<file path="src/rtl/fetch_stage_pkg.sv">
// Shared RV32I types for the front end: word/opcode types, fetch FSM states,
// and the bubble instruction.
package rv32i_types;

    typedef logic [31:0] rv32i_word;

    typedef enum logic [6:0] {
        op_lui   = 7'b0110111,
        op_auipc = 7'b0010111,
        op_jal   = 7'b1101111,
        op_jalr  = 7'b1100111,
        op_br    = 7'b1100011,
        op_load  = 7'b0000011,
        op_store = 7'b0100011,
        op_imm   = 7'b0010011,
        op_reg   = 7'b0110011,
        op_csr   = 7'b1110011
    } rv32i_opcode;

    typedef enum logic [1:0] {
        FETCH,
        HOLD,
        DROP
    } fetch_state_t;

    // addi x0, x0, 0
    localparam rv32i_word NOP_INST = 32'h0000_0013;

endpackage

</file>
<file path="src/rtl/fetch_stage_if.sv">
// Instruction-side memory handshake: a request holds its address until the
// single-cycle response strobe.
interface fetch_stage_if;

    logic        inst_read;
    logic [31:0] inst_addr;
    logic [31:0] inst_rdata;
    logic        inst_resp;

    modport master (
        output inst_read,
        output inst_addr,
        input  inst_rdata,
        input  inst_resp
    );

    modport slave (
        input  inst_read,
        input  inst_addr,
        output inst_rdata,
        output inst_resp
    );

endinterface

</file>
<file path="src/rtl/fetch_stage_inst_fields.sv">
// Purely combinational RV32I field splitter; immediates are sign-extended
// to 32 bits in their architectural bit order.
module inst_fields
    import rv32i_types::*;
(
    input  rv32i_word   inst,
    output rv32i_opcode opcode,
    output logic [2:0]  funct3,
    output logic [6:0]  funct7,
    output logic [4:0]  rs1,
    output logic [4:0]  rs2,
    output logic [4:0]  rd,
    output rv32i_word   i_imm,
    output rv32i_word   s_imm,
    output rv32i_word   b_imm,
    output rv32i_word   u_imm,
    output rv32i_word   j_imm
);

    assign opcode = rv32i_opcode'(inst[6:0]);
    assign funct3 = inst[14:12];
    assign funct7 = inst[31:25];
    assign rs1    = inst[19:15];
    assign rs2    = inst[24:20];
    assign rd     = inst[11:7];

    assign i_imm = {{20{inst[31]}}, inst[31:20]};
    assign s_imm = {{20{inst[31]}}, inst[31:25], inst[11:7]};
    assign b_imm = {{19{inst[31]}}, inst[31], inst[7], inst[30:25], inst[11:8], 1'b0};
    assign u_imm = {inst[31:12], 12'b0};
    assign j_imm = {{11{inst[31]}}, inst[31], inst[19:12], inst[20], inst[30:21], 1'b0};

endmodule

</file>
<file path="src/rtl/fetch_stage.sv">
// Instruction fetch with IF/ID register: owns the PC, talks to instruction
// memory, buffers stalled responses and squashes fetches on redirect.
module fetch_stage
    import rv32i_types::*;
#(
    parameter rv32i_word RESET_PC = 32'h0000_0060,
    parameter rv32i_word NOP_INST = rv32i_types::NOP_INST
) (
    input  logic                 clk,
    input  logic                 rst,
    fetch_stage_if.master        imem,
    input  logic                 stall,
    input  logic                 redirect,
    input  rv32i_word            redirect_pc,
    output logic                 valid_o,
    output rv32i_word            pc_o,
    output rv32i_opcode          opcode,
    output logic [2:0]           funct3,
    output logic [6:0]           funct7,
    output logic [4:0]           rs1,
    output logic [4:0]           rs2,
    output logic [4:0]           rd,
    output rv32i_word            i_imm,
    output rv32i_word            s_imm,
    output rv32i_word            b_imm,
    output rv32i_word            u_imm,
    output rv32i_word            j_imm
);

    fetch_state_t state_q, state_d;
    rv32i_word    pc_q, pc_d;
    rv32i_word    tgt_q, tgt_d;
    rv32i_word    hold_q, hold_d;
    rv32i_word    ifid_pc_q, ifid_pc_d;
    rv32i_word    ifid_inst_q, ifid_inst_d;
    logic         ifid_valid_q, ifid_valid_d;

    // A request is outstanding in FETCH and DROP; the address never moves
    // until the response, so DROP keeps presenting the stale pc_q.
    assign imem.inst_read = rst && (state_q != HOLD);
    assign imem.inst_addr = pc_q;

    always_ff @(posedge clk or negedge rst) begin
        if (!rst) begin
            state_q      <= FETCH;
            pc_q         <= RESET_PC;
            tgt_q        <= '0;
            hold_q       <= '0;
            ifid_pc_q    <= '0;
            ifid_inst_q  <= NOP_INST;
            ifid_valid_q <= 1'b0;
        end else begin
            state_q      <= state_d;
            pc_q         <= pc_d;
            tgt_q        <= tgt_d;
            hold_q       <= hold_d;
            ifid_pc_q    <= ifid_pc_d;
            ifid_inst_q  <= ifid_inst_d;
            ifid_valid_q <= ifid_valid_d;
        end
    end

    always_comb begin
        state_d      = state_q;
        pc_d         = pc_q;
        tgt_d        = tgt_q;
        hold_d       = hold_q;
        ifid_pc_d    = ifid_pc_q;
        ifid_inst_d  = ifid_inst_q;
        ifid_valid_d = ifid_valid_q;

        unique case (state_q)
            FETCH: begin
                if (redirect) begin
                    ifid_valid_d = 1'b0;
                    ifid_inst_d  = NOP_INST;
                    if (imem.inst_resp) begin
                        pc_d = redirect_pc;
                    end else begin
                        tgt_d   = redirect_pc;
                        state_d = DROP;
                    end
                end else if (imem.inst_resp) begin
                    if (stall) begin
                        hold_d  = imem.inst_rdata;
                        state_d = HOLD;
                    end else begin
                        ifid_pc_d    = pc_q;
                        ifid_inst_d  = imem.inst_rdata;
                        ifid_valid_d = 1'b1;
                        pc_d         = pc_q + 32'd4;
                    end
                end else if (!stall) begin
                    ifid_valid_d = 1'b0;
                    ifid_inst_d  = NOP_INST;
                end
            end

            HOLD: begin
                if (redirect) begin
                    pc_d         = redirect_pc;
                    ifid_valid_d = 1'b0;
                    ifid_inst_d  = NOP_INST;
                    state_d      = FETCH;
                end else if (!stall) begin
                    ifid_pc_d    = pc_q;
                    ifid_inst_d  = hold_q;
                    ifid_valid_d = 1'b1;
                    pc_d         = pc_q + 32'd4;
                    state_d      = FETCH;
                end
            end

            DROP: begin
                // Already a bubble since the redirect; keep it that way.
                ifid_valid_d = 1'b0;
                ifid_inst_d  = NOP_INST;
                if (imem.inst_resp) begin
                    pc_d    = redirect ? redirect_pc : tgt_q;
                    state_d = FETCH;
                end else if (redirect) begin
                    tgt_d = redirect_pc;
                end
            end

            default: state_d = FETCH;
        endcase
    end

    assign valid_o = ifid_valid_q;
    assign pc_o    = ifid_pc_q;

    inst_fields u_fields (
        .inst   (ifid_inst_q),
        .opcode (opcode),
        .funct3 (funct3),
        .funct7 (funct7),
        .rs1    (rs1),
        .rs2    (rs2),
        .rd     (rd),
        .i_imm  (i_imm),
        .s_imm  (s_imm),
        .b_imm  (b_imm),
        .u_imm  (u_imm),
        .j_imm  (j_imm)
    );

endmodule
</file>
<file path="src/flat_wrapper.sv">
// flat-port wrapper written by rule: the top's interface ports become plain ports
module fetch_stage_flat import rv32i_types::*;
#(
    parameter rv32i_word RESET_PC = 32'h0000_0060,
    parameter rv32i_word NOP_INST = rv32i_types::NOP_INST
)
  (clk, rst, stall, redirect, redirect_pc, valid_o, pc_o, opcode, funct3, funct7, rs1, rs2, rd, i_imm, s_imm, b_imm, u_imm, j_imm, imem_inst_read, imem_inst_addr, imem_inst_rdata, imem_inst_resp);
  fetch_stage_if imem_i ();
  input  logic clk;
  input  logic rst;
  input  logic stall;
  input  logic redirect;
  input  rv32i_word redirect_pc;
  output logic valid_o;
  output rv32i_word pc_o;
  output rv32i_opcode opcode;
  output logic [2:0] funct3;
  output logic [6:0] funct7;
  output logic [4:0] rs1;
  output logic [4:0] rs2;
  output logic [4:0] rd;
  output rv32i_word i_imm;
  output rv32i_word s_imm;
  output rv32i_word b_imm;
  output rv32i_word u_imm;
  output rv32i_word j_imm;
  output wire logic [$bits(imem_i.inst_read)-1:0] imem_inst_read;
  output wire logic [$bits(imem_i.inst_addr)-1:0] imem_inst_addr;
  input wire logic [$bits(imem_i.inst_rdata)-1:0] imem_inst_rdata;
  input wire logic [$bits(imem_i.inst_resp)-1:0] imem_inst_resp;
  assign imem_inst_read = imem_i.inst_read;
  assign imem_inst_addr = imem_i.inst_addr;
  assign imem_i.inst_rdata = imem_inst_rdata;
  assign imem_i.inst_resp = imem_inst_resp;
  fetch_stage #(.RESET_PC(RESET_PC), .NOP_INST(NOP_INST)) u_core (.clk(clk), .rst(rst), .imem(imem_i), .stall(stall), .redirect(redirect), .redirect_pc(redirect_pc), .valid_o(valid_o), .pc_o(pc_o), .opcode(opcode), .funct3(funct3), .funct7(funct7), .rs1(rs1), .rs2(rs2), .rd(rd), .i_imm(i_imm), .s_imm(s_imm), .b_imm(b_imm), .u_imm(u_imm), .j_imm(j_imm));
endmodule
</file>
<file path="config.mk">
export PLATFORM = sky130hd
export DESIGN_NAME = fetch_stage_flat
export DESIGN_NICKNAME = d
export VERILOG_FILES = /design/src/rtl/fetch_stage_pkg.sv /design/src/rtl/fetch_stage_if.sv /design/src/rtl/fetch_stage_inst_fields.sv /design/src/rtl/fetch_stage.sv /design/src/flat_wrapper.sv
export SDC_FILE = /design/constraint.sdc
export NUM_CORES = 1
export LEC_CHECK = 0
export ABC_AREA = 1
export CAP_MARGIN = 25
export CELL_PAD_IN_SITES_DETAIL_PLACEMENT = 1
export CELL_PAD_IN_SITES_GLOBAL_PLACEMENT = 1
export CORE_UTILIZATION = 33
export DETAILED_ROUTE_END_ITERATION = 16
export PLACE_DENSITY = 0.81
export SLEW_MARGIN = 20
export SYNTH_ARGS = -nofsm -noshare
export SYNTH_HDL_FRONTEND = slang
export SYNTH_SLANG_ARGS = --single-unit
</file>
<file path="constraint.sdc">
create_clock -name clk -period 2.6 [get_ports clk]
set_input_delay 0.65 -clock clk [delete_from_list [all_inputs] [get_ports clk]]
set_output_delay 0.65 -clock clk [all_outputs]
set_load 0.03 [all_outputs]
</file>
# [Word level (Yosys, flattened, before mapping)]
# Cells that the tools add are included.
[totals] regBits=163 latchBits=0 ram_bits=0 romBits=0 inputBits=69 output_inout_bits=258 elab_cells=75 mem_count=0
[classes] add_sub_neg=1 n_mul=0 n_div=0 order_cmp=0 n_eq_ne=16 n_shift=0 mux=38 n_bitwise=1 reduce_logical=12
[ops] cell="32-bit 2-to-1 mux" n=20
[ops] cell="32-bit one-hot mux with 3 select lines" n=2
[ops] cell="32-bit one-hot mux with 2 select lines" n=2
[ops] cell="32-bit by 3-bit adder with 32-bit output, second input constant" n=1
[ops] cell="3-bit inequality test, second input constant" n=5
[ops] cell="2-bit 2-to-1 mux" n=7
[ops] cell="2-bit inequality test, second input constant" n=7
[ops] cell="4-bit AND reduction" n=3
[ops] cell="2-bit one-hot mux with 3 select lines" n=1
[ops] cell="3-bit AND reduction" n=2
[ops] cell="1-bit 2-to-1 mux" n=5
[ops] cell="5-bit AND reduction" n=1
[ops] cell="4-bit inequality test, second input constant" n=1
[ops] cell="2-bit nonzero test" n=2
[ops] cell="1-bit one-hot mux with 3 select lines" n=1
[ops] cell="3-bit nonzero test" n=1
[ops] cell="2-bit by 1-bit == test with 1-bit output, second input constant" n=1
[ops] cell="2-bit == test, second input constant" n=1
[ops] cell="2-bit logical NOT" n=1
[ops] cell="2-bit by 1-bit inequality test with 1-bit output, second input constant" n=1
[ops] cell="2-bit AND reduction" n=1
[ops] cell="1-bit logical AND" n=1
[ops] cell="1-bit inverter" n=1

# [Logic depth before layout (Yosys ltp)]
[logic_depth] ltp_word=5 ltp_mapped=12 ltp_nobuf=12

# [By module]
# From an unflattened synthesis, not the netlist that was laid out.
[unflattened] cells_unflattened=1346 area_unflattened_um2=9918.3
[by_module_without_submodules] module="fetch_stage" n_inst=1 cells_each=1153 area_each_um2=8473.1 seq_area_each_um2=4085.2
[by_module_without_submodules] module="inst_fields" n_inst=1 cells_each=193 area_each_um2=1445.1 seq_area_each_um2=0.0

# [Worst setup path before layout]
# No wires, ideal clock.
[synth_path] kind="reg2out" startpoint="register u_core.ifid_inst_q[31]" endpoint="output port b_imm[13]" t_arrival_ns=1.971 required_ns=1.950 setup_slack_ns=-0.021 path_stages_with_launch=2 n_path_buf=1 cell_sequence="dfrtp_1 > buf_4"
[synth_rtl] item="from (decl)" line="fetch_stage.sv:35" rtl="rv32i_word ifid_inst_q, ifid_inst_d;"
[synth_rtl] item="from (signal assigned)" line="fetch_stage.sv:58" rtl="ifid_inst_q <= ifid_inst_d;"
[synth_rtl] item="to (decl)" line="flat_wrapper.sv:24" rtl="output rv32i_word b_imm;"
# No word-level cell between the ends.

# [Final worst setup path]
[layout_path] startpoint="register u_core.ifid_inst_q[31]" endpoint="output port b_imm[12]"
# No word-level cell between the ends.

==> results.ini <==
[clock_tree]
cts_tree=done
cts_root_buffer=clkbuf_16
cts_setup_buffers=0
cts_buffer_depth=2
cts_resized=0
clock_latency_ns=0.43
htree_levels=4
holdBufCountCts=0
cts.sinks=163
clkTransAtPathRegs_ns=0.07
cts_buffers=17

[global_routing]
antenna_found_initial=0
grt_pass1_vias=9143
grt_pass1_wl_um=48700
grt.overflow.total=0
grt_max_degree=97
grt_usage=0.198

[floorplan]
die_w_um=174
die_y_um=174
die_area_mm2=0.0304
std_cell_rows=62
io-pin-count=327
start_util=0.339
core_area_mm2=0.0289

[sta]
max_slew_margin=0.389
setup_tns_ns=0
slew_viol_final=0
setup_viol=0
tightest_slew_ns=0.917
fmax_ghz=0.402
hold_violations=0
fin_crit_sh=0.957
clock_skew_ns=0.0107
rsz0062_at_grt=no
period_needed_ns=2.49

[logic_synthesis]
syn-mean-instance-area_um2=7.66
muxShareOfSynthArea=0.0241
async_flop_share=1.00
synth_xor_area_frac=0
syn_inst=1280
ys_seq_elements=163
synth_compound_area_frac=0.150
ys.flop_type=dfrtp_1
yosysWarnings=0
synth_cell_types=37
synthSimpleGateAreaFrac=0.206
synth-edff-count=0
yosys.area.top_type_share=0.403
synth_adder_area_share=0.00638
synth_top_area_cell=dfrtp_1
synthesis.area_mm2=0.00981
synth_area_leaders=dfrtp_1 40%, buf_4 13%, nand2_1 13%
synth_top_family_by_area=simple AND/OR/NAND/NOR gates
ys_seq_area_frac=0.417

[detailed_routing]
wl_um=30000
drtIter0Drc=498
wire_per_inst_um=16.5
dr.pass1.iters=5
remaining_drc_errors=0
ant_nets=0
vias_per_cell=4.80
num_vias=8720

[pwr]
ir_drop_mv=0.617
p_per_area_mw_per_mm2=1400
leakage_nw=5.74

[worst_setup_path]
max_stage_delay_ns=0.75
worstPathRequired_ns=1.95
cp_top_family=buffers and inverters
r2r-start=u_core.state_q[0]
crit_type=register to output pin
cp_slowest_cell=clkdlybuf4s50_1
arrival_ns=1.84
cp-start-kind=register
rrSetupSlack_ns=0.33
crit_fanout=77
path_cells=buf_12, clkdlybuf4s50_1
reg2regPathDepth=9
path_buf_inv=2
rr_endpoint=u_core.imem.inst_addr[21]
end_kind=output pin

[final_layout]
syn2layout_area_growth_pct=30.1
n_antenna_cell=0
final_common_cell=nand2_1
nets=1495
drive_gt1_frac=0.0739
final_cells=1818
design_area_mm2=0.0128
layout_common_cells=329 x nand2_1, 309 x clkdlybuf4s50_1, 157 x dfrtp_1
final_core_util=0.441

[job]
maxCapViolations=0

[placed_design]
portBuffers=312
dp_hpwl_um=21100
place.gp.congestion=0.850
placed_cell_area_mm2=0.0122
place_inst=1786

[min_path]
min_path_type=input pin to asynchronous set/reset pin

[status]
outcome=complete, no violations

worst reg2reg max path, cell delays in order, from the launching register on:
cell      delay [ns]
dfrtp_1         0.46
inv_1           0.12
ha_1            0.34
nor2_1          0.34
nand2_1         0.12
nand2_2         0.11
nor2_4          0.04
inv_4           0.36
nand2_1         0.14
a21boi_1        0.15
metal layers:
| metal | global-route usage | vias up | share of wire |
|---|---|---|---|
| met5 | 0 | - | 0 |
| li1 | - | 4217 | - |
| met3 | 0.0295 | 24 | 0.042 |
| met1 | 0.253 | 4258 | 0.45 |
| met2 | 0.347 | 221 | 0.49 |
| met4 | 0.0515 | 0 | 0.011 |
cell type report:
cell class / instances / area (um^2)
Fill cell: 3474 / 16200
Clock buffer: 20 / 457
Sequential cell: 163 / 4090
Timing Repair Buffer: 329 / 3360
Inverter: 107 / 407
Clock inverter: 12 / 97.6
Multi-Input combinational cell: 803 / 3870
Tap cell: 384 / 480
cell families after synthesis:
group,Yosys count
and+or+nand+nor,499
adders and majority gates,5
AOI/OAI and AO/OA,264
muxes,21
DFF,163
other,1
buffers and inverters,327
power breakdown:
group,switching (mW),internal (mW)
registers,1.02,3.74
clock network,1.15,1.30
logic,6.60,4.05
total,8.76,9.09
worst max path at each step:
| stage | from | end | cells past startpoint | slack, ns |
|---|---|---|---|---|
| finish | u_core.ifid_inst_q[31] | b_imm[12] | 2 | 0.11 |
| global route | u_core.ifid_inst_q[31] | b_imm[14] | 2 | 0.04 |
| floorplan | u_core.ifid_inst_q[31] | b_imm[13] | 1 | 0.61 |
| global placement | stall | u_core.ifid_inst_q[14] | 6 | 0.32 |
| detailed placement | stall | u_core.ifid_inst_q[12] | 6 | 0.27 |
| CTS | u_core.ifid_inst_q[31] | b_imm[12] | 2 | 0.08 |
synthesized netlist by cell type, drive strengths merged, types with 5 or more instances:
cell type / instances
dfstp: 5
clkbuf: 19
ha: 5
o31ai: 18
nor2: 102
nand3: 56
inv: 107
buf: 201
dfrtp: 158
o21ai: 131
a22oi: 6
a21oi: 79
a31oi: 10
o211ai: 5
mux2: 21
nand2: 333
a21boi: 12
state kept, by name (all words and copies together) (netlist names):
register / count
u_core.tgt_q: 32
u_core.ifid_inst_q: 32
u_core.state_q: 2
u_core.imem.inst_addr: 32
u_core.pc_o: 32
u_core.valid_o: 1
u_core.hold_q: 32
through the flow:
step	power [mW]	hold slack (ns)	setup slack [ns]
after floorplan	12.2	0.354	0.612
after global placement	15.2	0.464	0.318
after detailed placement	15.5	0.475	0.267
after CTS	18.0	0.347	0.0828
after global routing	19.0	0.366	0.0399
final	17.9	0.334	0.111
(Power assumes the default switching activity.)
